$ cat config.mk
export PLATFORM = sky130hd
export DESIGN_NAME = pulse_width_meter
export DESIGN_NICKNAME = d
export VERILOG_FILES = /design/src/rtl/pulse_width_meter.sv
export SDC_FILE = /design/constraint.sdc
export NUM_CORES = 1
export LEC_CHECK = 0
export ABC_AREA = 1
export BUFFER_PORTS_ARGS = -buffer_cell sky130_fd_sc_hd__buf_4
export CORE_UTILIZATION = 61
export CTS_CLUSTER_DIAMETER = 150
export DETAILED_ROUTE_END_ITERATION = 8
export PLACE_DENSITY = 0.84
export SYNTH_ARGS = -nofsm -noshare
export SYNTH_HDL_FRONTEND = slang
export SYNTH_SLANG_ARGS = --single-unit
$ cat constraint.sdc
create_clock -name clk -period 3.2 [get_ports clk]
set_input_delay 0.32 -clock clk [delete_from_list [all_inputs] [get_ports clk]]
set_output_delay 0.32 -clock clk [all_outputs]
set_load 0.005 [all_outputs]
$ cat src/rtl/pulse_width_meter.sv
// -----------------------------------------------------------------------------
// pulse_width_meter
//
// Receive-side counterpart to the fixed-width one-shot pulse generator.
// Detects a pulse on pulse_in, counts how many clk cycles it is sampled high
// and qualifies the result against MIN_WIDTH / MAX_WIDTH. Qualified widths are
// handed downstream over a valid/ready port; pulses shorter than MIN_WIDTH
// are dropped and flagged with a one-cycle runt strobe.
//
// Optional build macro:
//   PULSE_METER_SYNC_EN  - pulse_in passes through a 2-flop synchronizer
//                          (reset to 1) before detection. Async inputs are
//                          then allowed; all detection and result timing is
//                          2 cycles later, measured widths are unchanged.
//                          Undefined: pulse_in must be clk-synchronous.
//
// Ports:
//   clk        in   1   system clock
//   reset      in   1   synchronous, active-high reset
//   pulse_in   in   1   pulse to measure
//   width_out  out  CW  measured width, held while valid
//   too_long   out  1   width > MAX_WIDTH or width counter saturated
//   valid      out  1   result available
//   ready      in   1   consumer takes the result when valid & ready
//   runt       out  1   1-cycle strobe: pulse shorter than MIN_WIDTH dropped
//   overrun    out  1   sticky: a result was lost (valid & ~ready); reset only
//   busy       out  1   FSM is not IDLE
//
// Handshake: a result transfers on every clk edge where valid & ready are
// both 1. valid, width_out and too_long are held stable while valid & ~ready.
// A new result loads when the output register is empty, or when the held
// result is being consumed in the same cycle; otherwise it is dropped and
// overrun is set.
// -----------------------------------------------------------------------------
module pulse_width_meter #(
    parameter int COUNTER_WIDTH  = 13,
    parameter int MIN_WIDTH      = 2,
    parameter int MAX_WIDTH      = 4096,
    parameter int HOLDOFF_CYCLES = 0
) (
    input  logic                     clk,
    input  logic                     reset,
    input  logic                     pulse_in,
    output logic [COUNTER_WIDTH-1:0] width_out,
    output logic                     too_long,
    output logic                     valid,
    input  logic                     ready,
    output logic                     runt,
    output logic                     overrun,
    output logic                     busy
);

    localparam int CW = COUNTER_WIDTH;
    localparam int HW = (HOLDOFF_CYCLES > 1) ? $clog2(HOLDOFF_CYCLES) : 1;

    localparam logic [CW-1:0] MIN_W     = CW'(MIN_WIDTH);
    localparam logic [CW-1:0] MAX_W     = CW'(MAX_WIDTH);
    localparam logic [HW-1:0] HOLD_INIT = HW'((HOLDOFF_CYCLES > 0) ? HOLDOFF_CYCLES - 1 : 0);

    typedef enum logic [1:0] {
        IDLE    = 2'd0,
        MEASURE = 2'd1,
        HOLDOFF = 2'd2
    } state_t;

    state_t          state;
    state_t          state_d;
    logic            p;
    logic            p_d;
    logic            rise;
    logic [CW-1:0]   count;
    logic [HW-1:0]   hold_cnt;
    logic            saturated;
    logic            fall_done;
    logic            new_result;
    logic            new_runt;

    // ---------------------------------------------------------------- input
`ifdef PULSE_METER_SYNC_EN
    logic [1:0] sync_q;

    // Reset to 1 so an input already high at reset release looks like a
    // continuing level, not a rising edge.
    always_ff @(posedge clk) begin
        if (reset) begin
            sync_q <= 2'b11;
        end else begin
            sync_q <= {sync_q[0], pulse_in};
        end
    end

    assign p = sync_q[1];
`else
    assign p = pulse_in;
`endif

    // p_d resets high for the same reason: no partial measurement of a
    // pulse that was already in progress when reset was released.
    always_ff @(posedge clk) begin
        if (reset) begin
            p_d <= 1'b1;
        end else begin
            p_d <= p;
        end
    end

    assign rise       = p & ~p_d;
    assign saturated  = &count;
    assign fall_done  = (state == MEASURE) && !p;
    assign new_result = fall_done && (count >= MIN_W);
    assign new_runt   = fall_done && (count < MIN_W);
    assign busy       = (state != IDLE);

    // ------------------------------------------------------------------ FSM
    always_ff @(posedge clk) begin
        if (reset) begin
            state <= IDLE;
        end else begin
            state <= state_d;
        end
    end

    always_comb begin
        state_d = state;
        case (state)
            IDLE: begin
                if (rise) begin
                    state_d = MEASURE;
                end
            end
            MEASURE: begin
                if (!p) begin
                    state_d = (HOLDOFF_CYCLES == 0) ? IDLE : HOLDOFF;
                end
            end
            HOLDOFF: begin
                // Rises are ignored here; a pulse still high when holdoff
                // ends never shows a rise in IDLE and so is discarded.
                if (hold_cnt == '0) begin
                    state_d = IDLE;
                end
            end
            default: state_d = IDLE;
        endcase
    end

    // ------------------------------------------------------------- counters
    always_ff @(posedge clk) begin
        if (reset) begin
            count    <= '0;
            hold_cnt <= '0;
        end else begin
            case (state)
                IDLE: begin
                    if (rise) begin
                        count <= CW'(1);
                    end
                end
                MEASURE: begin
                    // Saturate at all-ones rather than wrap.
                    if (p && !saturated) begin
                        count <= count + CW'(1);
                    end
                    if (!p) begin
                        hold_cnt <= HOLD_INIT;
                    end
                end
                HOLDOFF: begin
                    if (hold_cnt != '0) begin
                        hold_cnt <= hold_cnt - HW'(1);
                    end
                end
                default: ;
            endcase
        end
    end

    // ------------------------------------------------------- result output
    always_ff @(posedge clk) begin
        if (reset) begin
            width_out <= '0;
            too_long  <= 1'b0;
            valid     <= 1'b0;
            runt      <= 1'b0;
            overrun   <= 1'b0;
        end else begin
            runt <= new_runt;

            if (new_result && (!valid || ready)) begin
                width_out <= count;
                too_long  <= (count > MAX_W) || saturated;
                valid     <= 1'b1;
            end else if (valid && ready) begin
                valid <= 1'b0;
            end

            if (new_result && valid && !ready) begin
                overrun <= 1'b1;
            end
        end
    end

endmodule

# Word-level counts from Yosys, hierarchy flattened
# Cells that the tools add are included.
[word_totals] output_inout_bits=18 reg_bits=34
[op_classes] n_mux=12 addsub=2 order_cmp=3 n_eq_ne=6 reduce_logical=23 n_bitwise=2
[ops] operator="$mux W13" n=2
[ops] operator="$pmux W13 S2" n=1
[ops] operator="$add A13 B1 Y13 const B" n=1
[ops] operator="$ge A13 B2 Y1 const B" n=1
[ops] operator="$gt A13 B13 Y1 const B" n=1
[ops] operator="$lt A13 B2 Y1 const B" n=1
[ops] operator="$reduce_and A13 Y1" n=1
[ops] operator="$logic_and A1 B1 Y1" n=8
[ops] operator="$reduce_bool A2 Y1" n=4
[ops] operator="$mux W2" n=3
[ops] operator="$ne A2 B2 Y1 const B" n=3
[ops] operator="$pmux W2 S3" n=1
[ops] operator="$reduce_and A3 Y1" n=2
[ops] operator="$logic_not A1 Y1" n=4
[ops] operator="$mux W1" n=4
[ops] operator="$eq A2 B1 Y1 const B" n=1
[ops] operator="$eq A2 B2 Y1 const B" n=1
[ops] operator="$logic_not A2 Y1" n=1
[ops] operator="$logic_or A1 B1 Y1" n=2
[ops] operator="$ne A2 B1 Y1 const B" n=1
[ops] operator="$pmux W1 S2" n=1
[ops] operator="$reduce_and A2 Y1" n=1
[ops] operator="$and A1 B1 Y1" n=1
[ops] operator="$not A1 Y1" n=1
[ops] operator="$sub A1 B1 Y1 const B" n=1

# Logic depth before layout (Yosys ltp)
# Gate-level depths: netlist of run 1.
[logic_depth] ltp_word=5 depth_mapped=9 depth_no_buf=9

# Worst setup path before layout of run 1
# Ideal clock, no wire load.
[synth_path] path_kind="reg-to-reg" from="reg count[0]" to="reg count[0]" slack_ns=1.633 synth_period_minus_slack_ns=1.567 path_stages_with_launch=10 t_required_ns=3.088 arrival_ns=1.455 n_path_buf=1 path_cell_list="dfxtp_1 ha_1 nand2_1 nor2_4 nand4_4 nand2_2 nand2_1 buf_6 o21ai_2 nor2_1"
[synth_between] elab_chain_len=5 word_cells_on_any_way=8
[synth_lines] item="from (decl)" line_no="71" text="logic [CW-1:0] count;"
[synth_lines] item="from (signal assigned)" line_no="162" text="count <= count + CW'(1);"
[synth_lines] item="parallel branches: the longest is 5 deep, another holds $add A13 B1 Y13"
# Several ways; the timed one is not identified. The select of a mux whose other input is x is not followed.
# A chain may end at the register's enable or synchronous reset.

# Worst setup path in the final report of run 1
# Same ends and word-level chain as after synthesis.

==> impl_metrics.env, run 1 <==
export IMPL_hp_class="in2reg"
export IMPL_drv_cap=0
export IMPL_drt_first_iter_violations=32
export IMPL_grt_antenna_before_repair=0
export IMPL_fin_util_pct=73.0
export IMPL_synth_cells=231
export IMPL_skew_ns=0.00329
export IMPL_ys_types=26
export IMPL_pwr_density_cell_nw_per_um2=384
export IMPL_cts_resized=0
export IMPL_die_height_um=54.3
export IMPL_post_drt_wl_per_cell_um=13.1
export IMPL_first_pass_iters=4
export IMPL_rows=18
export IMPL_overflow=0
export IMPL_nFillCells=224
export IMPL_cts_tree="done"
export IMPL_min_period_over_period_pct=63.5
export IMPL_io_buffer_count=21
export IMPL_place_inst=270
export IMPL_fmaxAchievable_mhz=492
export IMPL_io_pins=22
export IMPL_avgSynthCellArea_sq_um=7.21
export IMPL_num_vias=1565
export IMPL_synth_area_leaders="dfxtp_1 38%, nand2_1 12%, a21oi_1 7.8%, nand4_1 7.1%, nand3_1 6.0%"
export IMPL_dp_hpwl_um=2580
export IMPL_post_cts_buffers=0
export IMPL_path_max_fanout=11
export IMPL_synth_seq_cells=32
export IMPL_syn2layout_area_growth_pct=10.4
export IMPL_setup_viol=0
export IMPL_multi_input_area_sq_um=872
export IMPL_diodes=0
export IMPL_seq_area_sq_um=641
export IMPL_status="complete, no violations"
export IMPL_worstPathRequired_ns=3.49
export IMPL_vdd_drop_max_v=0.000432
export IMPL_clk_latency_ns=0.34
export IMPL_netlist_area_sq_um=1670
export IMPL_tightest_slew_ns=0.676
export IMPL_htree_levels=2
export IMPL_relSlewSlack_pct=54.9
export IMPL_synth_seq_area_share_pct=38.4
export IMPL_drc=0
export IMPL_routabilityCongestion=0.917
export IMPL_cts_root_buffer="clkbuf_4"
export IMPL_die_x_um=54.3
export IMPL_routed_wl_um=3630
export IMPL_yosysTopAreaCellShare_pct=38.4
export IMPL_yosys_area_top_type="dfxtp_1"
export IMPL_instances_no_fill=278
export IMPL_drive_gt1_share_pct=18.5
export IMPL_post_route_min_period_ns=2.03
export IMPL_grt_start_max_net_pins=28
export IMPL_grt_pass1_vias=1315
export IMPL_final_cell_mix="54 x nand2_1, 32 x dfxtp_1, 26 x nor2_1, 26 x a21oi_1, 21 x buf_4"
export IMPL_layout_commonest_cell="nand2_1"
export IMPL_leakagePower_nw=0.701
export IMPL_gr_usage_all_layers_pct=28.1
export IMPL_die_area_sq_um=2950
export IMPL_finalSetupTns_ns=0
export IMPL_clk_path_buf_depth=2
export IMPL_numCtsBuffers=5
export IMPL_clk_pin_slew_ns=0.10
export IMPL_synthesis_nets=237
export IMPL_cts_num_sinks=32
export IMPL_ys_warnings_count=0
export IMPL_maxSlewViolCount=0
export IMPL_fp_coreArea_sq_um=2520
export IMPL_postCtsHoldBufs=0
export IMPL_drt_vias_per_instance=5.63
export IMPL_cp_start_kind="register"
export IMPL_critPathArrivalTime_ns=2.32
export IMPL_critPathCaptureType="register"
export IMPL_postRouteAntennaNets=0
export IMPL_grt_setup_unrepaired="false"
export IMPL_grt_pass1_wl_um=5770
export IMPL_finalNetCount=253
export IMPL_hold_viol=0
export IMPL_start_util_pct=66.1
export IMPL_crit_type="reg2reg"
-- cells in the mapped netlist --
cell and number:
nor2_4 2, o21ai_0 1, a21oi_2 2, buf_6 4, inv_1 17, a21oi_1 26
clkbuf_1 3, nor3_1 1, dfxtp_1 32, nand2_1 54, buf_2 3, ha_1 2
nand3_1 20, nor2_2 3, nor2_1 26, nor3_2 1, xor2_1 4, nand3_4 1
inv_2 2, o21ai_2 1, buf_1 1, nand4_4 1, buf_4 1, nand3_2 3
nand4_1 19, nand2_2 1
-- worst max-delay path, stage by stage, from the launching register on --
cell and delay, ns:
dfxtp_1 0.49, ha_1 0.29, nand2_1 0.12, nor2_4 0.16, nand4_4 0.13, nand2_2 0.21, nand2_1 0.28, nand3_1 0.16
inv_1 0.05, nor2_1 0.08
-- kinds of logic (layout without fill, tap and decap cells) --
family | Yosys count | count (layout) | synth area share [%]
AND/OR/NAND/NOR | 132 | 132 | 39.0
flip-flops | 32 | 32 | 38.4
buffers and inverters | 31 | 48 | 9.23
AO/OA/AOI/OAI | 30 | 30 | 9.68
XOR/XNOR | 4 | 4 | 2.10
adder cells (fa/ha/maj) | 2 | 2 | 1.50
-- path summary, 6_finish.rpt --
path	start	endpoint	slack [ns]	cells past startpoint
max	count[0]$_SDFFE_PP0P_	count[0]$_SDFFE_PP0P_	1.17	9
max reg2reg	count[0]$_SDFFE_PP0P_	count[0]$_SDFFE_PP0P_	1.17	9
min	pulse_in	p_d$_SDFF_PP1_	0.19	3
min reg2reg	width_out[10]$_SDFFE_PP0P_	width_out[10]$_SDFFE_PP0P_	0.47	2
-- area by class of cell --
cell class	count	area share [%]
clock inverters	2	0.544
clock buffers	6	2.79
inverters	19	3.87
well taps	30	2.04
repair buffers	21	8.57
flip-flops and latches	32	34.8
multi-input cells	168	47.4
-- metrics by stage --
stage	power (mW)	hold WS [ns]	cell area, sq um	worst slack, ns
2_1_floorplan	0.463	0.427	1670	1.63
3_3_place_gp	0.470	0.442	1780	1.26
3_5_place_dp	0.470	0.455	1780	1.20
4_1_cts	0.709	0.183	1840	1.19
5_1_grt	0.732	0.189	1840	0.972
6_report	0.707	0.195	1840	1.17
-- sequential cells by signal, indices dropped and copies added (netlist names) --
signal,count
count,13
width_out,13
overrun,1
p_d,1
runt,1
state,1
too_long,1
valid,1
-- layer usage --
metal	GRT usage, %	vias to the layer above	share of wire, %	wire length (um)
li1	-	803	-	-
met1	36.8	707	46	1680
met2	43.3	50	45	1650
met3	8.61	5	6.9	249
met4	10.7	0	1.4	52
met5	0	-	0	0
-- power breakdown --
group          total (mW)  internal [mW]  switching (mW)
clock               0.245          0.104           0.140
sequential          0.408          0.402         0.00625
combinational      0.0538         0.0145          0.0393
total               0.707          0.521           0.186
Note: power is estimated with default switching activity, not from simulation.
==> run 2, diff against run 1 <==
- CORE_UTILIZATION: 61 -> 56
- PLACE_DENSITY: 0.84 -> 0.78
- clock period: 3.2 -> 2 ns (I/O delays scaled with it)
==> run 2 against run 1 <==
Critical path depth shrank 1. Routed wire length grew 6.7%. Total power grew 76%. Highest routed layer unchanged. Largest power group unchanged.
==> impl_metrics.env, run 2 (synthesized netlist as in run 1, its figures left out) <==
export IMPL_diodes=0
export IMPL_first_pass_iters=4
export IMPL_post_place_ws_ns=0.202
export IMPL_fin_util_pct=68.7
export IMPL_grt_start_max_net_pins=28
export IMPL_worstRegToRegCells=8
export IMPL_clk_latency_ns=0.34
export IMPL_layout_commonest_cell="nand2_1"
export IMPL_numCtsBuffers=5
export IMPL_drc=0
export IMPL_routed_wl_um=3880
export IMPL_pwr_share_clk_pct=39.3
export IMPL_die_area_sq_um=3200
export IMPL_post_cts_buffers=0
export IMPL_hp_class="in2reg"
export IMPL_cts_tree="done"
export IMPL_htree_levels=2
export IMPL_worstPathRequired_ns=2.27
export IMPL_status="complete, no violations"
export IMPL_cts_num_sinks=32
export IMPL_leakagePower_nw=0.739
export IMPL_crit_type="reg2reg"
export IMPL_vdd_drop_max_v=0.000901
export IMPL_cts_root_buffer="clkbuf_4"
export IMPL_overflow=0
export IMPL_p_sw_share_pct=24.5
export IMPL_final_cell_mix="53 x nand2_1, 32 x dfxtp_1, 28 x buf_4"
export IMPL_drive_gt1_share_pct=20.8
export IMPL_io_pins=22
export IMPL_p_comb_share_pct=8.2
export IMPL_relSlewSlack_pct=77.4
export IMPL_fmaxAchievable_mhz=563
export IMPL_grt_pass1_vias=1414
export IMPL_fin_ws_ns=0.224
export IMPL_clk_path_buf_depth=2
export IMPL_p_seq_share_pct=52.5
export IMPL_drt_vias_per_instance=5.65
export IMPL_routabilityCongestion=0.980
export IMPL_r2r_start="count[1]$_SDFFE_PP0P_"
export IMPL_maxSlewViolCount=0
export IMPL_postRouteAntennaNets=0
export IMPL_setup_viol=0
export IMPL_clk_pin_slew_ns=0.10
export IMPL_skew_ns=0.00973
export IMPL_critPathCaptureType="register"
export IMPL_gr_usage_all_layers_pct=26.6
export IMPL_min_period_over_period_pct=88.8
export IMPL_postLayoutCellArea_sq_um=1910
export IMPL_grt_setup_unrepaired="false"
export IMPL_reg2reg_setup_slack_ns=0.22
export IMPL_pwr_density_cell_nw_per_um2=649
export IMPL_start_util_pct=59.9
export IMPL_finalPower_mw=1.24
export IMPL_post_drt_wl_per_cell_um=13.5
export IMPL_path_max_fanout=10
export IMPL_place_area_sq_um=1830
export IMPL_dp_hpwl_um=2700
export IMPL_die_x_um=56.6
export IMPL_top_regs="count: 13 flops, width_out: 13 flops"
export IMPL_grt_pass1_wl_um=6470
export IMPL_rows=19
export IMPL_hp_start="pulse_in"
export IMPL_post_route_min_period_ns=1.78
export IMPL_syn2layout_area_growth_pct=14.7
export IMPL_num_vias=1615
export IMPL_tightest_slew_ns=0.338
export IMPL_fp_coreArea_sq_um=2780
export IMPL_finalSetupTns_ns=0
export IMPL_drt_first_iter_violations=59
export IMPL_hold_depth=3
export IMPL_io_buffer_count=21
export IMPL_drv_cap=0
export IMPL_hold_viol=0
export IMPL_timing_rr_end="count[9]$_SDFFE_PP0P_"
export IMPL_finalNetCount=260
export IMPL_die_height_um=56.6
export IMPL_critPathArrivalTime_ns=2.04
export IMPL_min_to="p_d$_SDFF_PP1_"
export IMPL_switching_power_mw=0.304
export IMPL_grt_antenna_before_repair=0
export IMPL_cp_start_kind="register"
export IMPL_p_int_mw=0.938
-- run 2: cell types whose count changed in the layout (fill, tap and decap cells not counted) --
| cell | delta |
|---|---|
| buf_4 | +7 |
| bufinv_16 | +1 |
| clkbuf_1 | +1 |
| clkbuf_8 | -1 |
| clkinv_2 | -1 |
| nand2_1 | -1 |
| nand2_2 | +1 |
-- run 2: metrics by stage --
stage / hold WS [ns] / std cells
after global routing: 0.0756 / 286
after floorplan: 0.307 / 231
after detailed placement: 0.422 / 278
final: 0.0715 / 286
after CTS: 0.0620 / 286
after global placement: 0.416 / 278
-- run 2: routing by layer --
layer / up-vias / wire length, um / track usage [%]
met3: 7 / 183 / 7.14
met2: 36 / 1820 / 41.7
met5: - / 0 / 0
met4: 0 / 70 / 10.8
met1: 757 / 1800 / 34.5
li1: 815 / - / -
-- run 2: worst max-delay path: stages, from the launching register on --
cell,delay (ns)
dfxtp_1,0.46
ha_1,0.28
nand2_1,0.13
nor2_4,0.16
nand4_4,0.13
nand2_2,0.10
buf_4,0.18
nand3_1,0.10
a21oi_1,0.16
-- run 2: layout make-up --
class,instances,area [sq um]
Timing Repair Buffer,28,210
Clock buffer,6,41.3
Fill cell,263,870
Inverter,19,71.3
Tap cell,31,38.8
Multi-Input combinational cell,168,875
Clock inverter,2,35.0
Sequential cell,32,641
-- run 2: worst max-delay path by stage --
| stage | start | endpoint |
|---|---|---|
| 2_1_floorplan | count[0]$_SDFFE_PP0P_ | count[0]$_SDFFE_PP0P_ |
| 3_3_place_gp | count[1]$_SDFFE_PP0P_ | count[0]$_SDFFE_PP0P_ |
| 3_5_place_dp | count[1]$_SDFFE_PP0P_ | count[0]$_SDFFE_PP0P_ |
| 4_1_cts | count[1]$_SDFFE_PP0P_ | count[9]$_SDFFE_PP0P_ |
| 5_1_grt | count[1]$_SDFFE_PP0P_ | count[9]$_SDFFE_PP0P_ |
| 6_report | count[1]$_SDFFE_PP0P_ | count[9]$_SDFFE_PP0P_ |
-- run 2: what timing repair did --
action / in CTS / in global routing
hold endpoints to repair: 0 / 0
endpoints found under the setup margin: 0 / 5
resized for setup: 0 / 1
hold buffers: 0 / 0
-- run 2: power by group through the flow --
stage / clock (mW) / sequential, mW / combinational (mW)
global route: 0.522 / 0.653 / 0.111
CTS: 0.496 / 0.652 / 0.0994
floorplan: 0 / 0.666 / 0.0751
detailed placement: 0 / 0.667 / 0.0992
global placement: 0 / 0.666 / 0.0982
finish: 0.488 / 0.652 / 0.101
==> run 3, diff against run 2 <==
- clock period: 2 -> 1.9 ns (I/O delays scaled with it)
==> run 3 against run 2 <==
Worst setup slack improved by 0.020 ns. Utilization is 0.81 points higher. Critical path depth stayed put. Highest routed layer unchanged. Combinational power up 7%. Via count increased by 1.1%.
==> impl_metrics.env, run 3 (synthesized netlist as in run 1, its figures left out) <==
export IMPL_status="complete, no violations"
export IMPL_grt_pass1_vias=1530
export IMPL_numCtsBuffers=5
export IMPL_post_place_ws_ns=0.185
export IMPL_post_route_min_period_ns=1.66
export IMPL_p_int_mw=0.988
export IMPL_io_buffer_count=21
export IMPL_syn2layout_area_growth_pct=16.1
export IMPL_crit_type="reg2reg"
export IMPL_cp_start_kind="register"
export IMPL_post_drt_wl_per_cell_um=13.5
export IMPL_maxSlewViolCount=0
export IMPL_p_seq_share_pct=52.6
export IMPL_postRouteAntennaNets=0
export IMPL_p_comb_share_pct=8.3
export IMPL_num_vias=1633
export IMPL_fp_coreArea_sq_um=2780
export IMPL_rows=19
export IMPL_leakagePower_nw=0.755
export IMPL_finalSetupTns_ns=0
export IMPL_die_x_um=56.6
export IMPL_tightest_slew_ns=0.331
export IMPL_start_util_pct=59.9
export IMPL_final_cell_mix="53 x nand2_1, 32 x dfxtp_1, 31 x buf_4"
export IMPL_clk_latency_ns=0.34
export IMPL_instances_no_fill=289
export IMPL_io_pins=22
export IMPL_hp_class="in2reg"
export IMPL_drv_cap=0
export IMPL_dp_hpwl_um=2810
export IMPL_cts_root_buffer="clkbuf_4"
export IMPL_relSlewSlack_pct=77.9
export IMPL_vdd_drop_max_v=0.000770
export IMPL_drt_first_iter_violations=61
export IMPL_cts_tree="done"
export IMPL_routabilityCongestion=0.908
export IMPL_fmaxAchievable_mhz=604
export IMPL_grt_antenna_before_repair=0
export IMPL_grt_start_max_net_pins=28
export IMPL_pwr_density_cell_nw_per_um2=675
export IMPL_finalNetCount=263
export IMPL_die_height_um=56.6
export IMPL_skew_ns=0.0109
export IMPL_critPathArrivalTime_ns=1.92
export IMPL_first_pass_iters=4
export IMPL_drc=0
export IMPL_path_max_fanout=10
export IMPL_drt_vias_per_instance=5.65
export IMPL_worstPathRequired_ns=2.17
export IMPL_finalPower_mw=1.31
export IMPL_gr_usage_all_layers_pct=27.4
export IMPL_pwr_share_clk_pct=39.1
export IMPL_post_cts_buffers=0
export IMPL_critPathCaptureType="register"
export IMPL_die_area_sq_um=3200
export IMPL_cts_num_sinks=32
export IMPL_postCtsHoldBufs=0
export IMPL_place_inst=281
export IMPL_routed_wl_um=3900
export IMPL_overflow=0
export IMPL_grt_pass1_wl_um=6820
export IMPL_fin_ws_ns=0.245
export IMPL_p_sw_share_pct=24.3
export IMPL_min_period_over_period_pct=87.1
export IMPL_grt_setup_unrepaired="false"
export IMPL_layout_commonest_cell="nand2_1"
export IMPL_top_regs="count: 13 flops, width_out: 13 flops"
export IMPL_setup_viol=0
export IMPL_diodes=0
export IMPL_clk_pin_slew_ns=0.10
export IMPL_drive_gt1_share_pct=21.7
export IMPL_hold_viol=0
export IMPL_clk_path_buf_depth=2
export IMPL_htree_levels=2
export IMPL_switching_power_mw=0.317
run 3: changes by cell type in the layout (fill, tap and decap cells not counted), sizes merged:
| cell | previous run | this run |
|---|---|---|
| buf | 28 | 31 |
run 3: area by class of cell:
type                       instances  area, sq um
tap                               31         38.8
sequential                        32          641
fill                             245          847
timing repair buffer              31          233
clock buffer                       6         41.3
inverter                          19         71.3
multi-input combinational        168          875
clock inverter                     2         35.0
run 3: metrics by stage:
stage          util (%)  hold WS [ns]  area, sq um
4_1_cts            69.5        0.0511         1930
2_1_floorplan         -         0.297         1670
3_5_place_dp       66.7         0.412         1860
5_1_grt            69.5        0.0619         1930
6_report           69.5        0.0673         1930
3_3_place_gp       66.7         0.409         1860
run 3: routing by layer:
layer  track usage (%)  up-vias  wire length, um
met5                 0        -                0
met4              11.8        0               31
met3              5.30        4              264
met2              44.7       61             1810
met1              35.1      750             1800
li1                  -      818                -
run 3: timing repair:
item / in CTS / in global routing
endpoints found under the hold margin: 0 / 0
resized for setup: 0 / 1
endpoints found under the setup margin: 0 / 1
run 3: power groups by stage:
stage / Clock, mW / Combinational (mW) / Sequential, mW
after floorplan: 0 / 0.0791 / 0.701
after global placement: 0 / 0.104 / 0.701
after detailed placement: 0 / 0.107 / 0.702
after CTS: 0.526 / 0.107 / 0.686
after global routing: 0.548 / 0.119 / 0.688
final: 0.510 / 0.108 / 0.687
run 3: final timing paths:
| kind | start | to | slack (ns) | cells after the start |
|---|---|---|---|---|
| setup / recovery | count[1]$_SDFFE_PP0P_ | count[3]$_SDFFE_PP0P_ | 0.24 | 8 |
| hold / removal | pulse_in | p_d$_SDFF_PP1_ | 0.07 | 3 |
| setup reg to reg | count[1]$_SDFFE_PP0P_ | count[3]$_SDFFE_PP0P_ | 0.24 | 8 |
| hold reg to reg | width_out[8]$_SDFFE_PP0P_ | width_out[8]$_SDFFE_PP0P_ | 0.46 | 2 |
run 3: worst max-delay path: stages, from the launching register on:
cell and delay [ns]:
dfxtp_1 0.46, ha_1 0.21, nand2_1 0.10, nor2_4 0.17, nand4_4 0.13, nand2_2 0.10, buf_4 0.18, nand3_1 0.08
a21oi_1 0.17
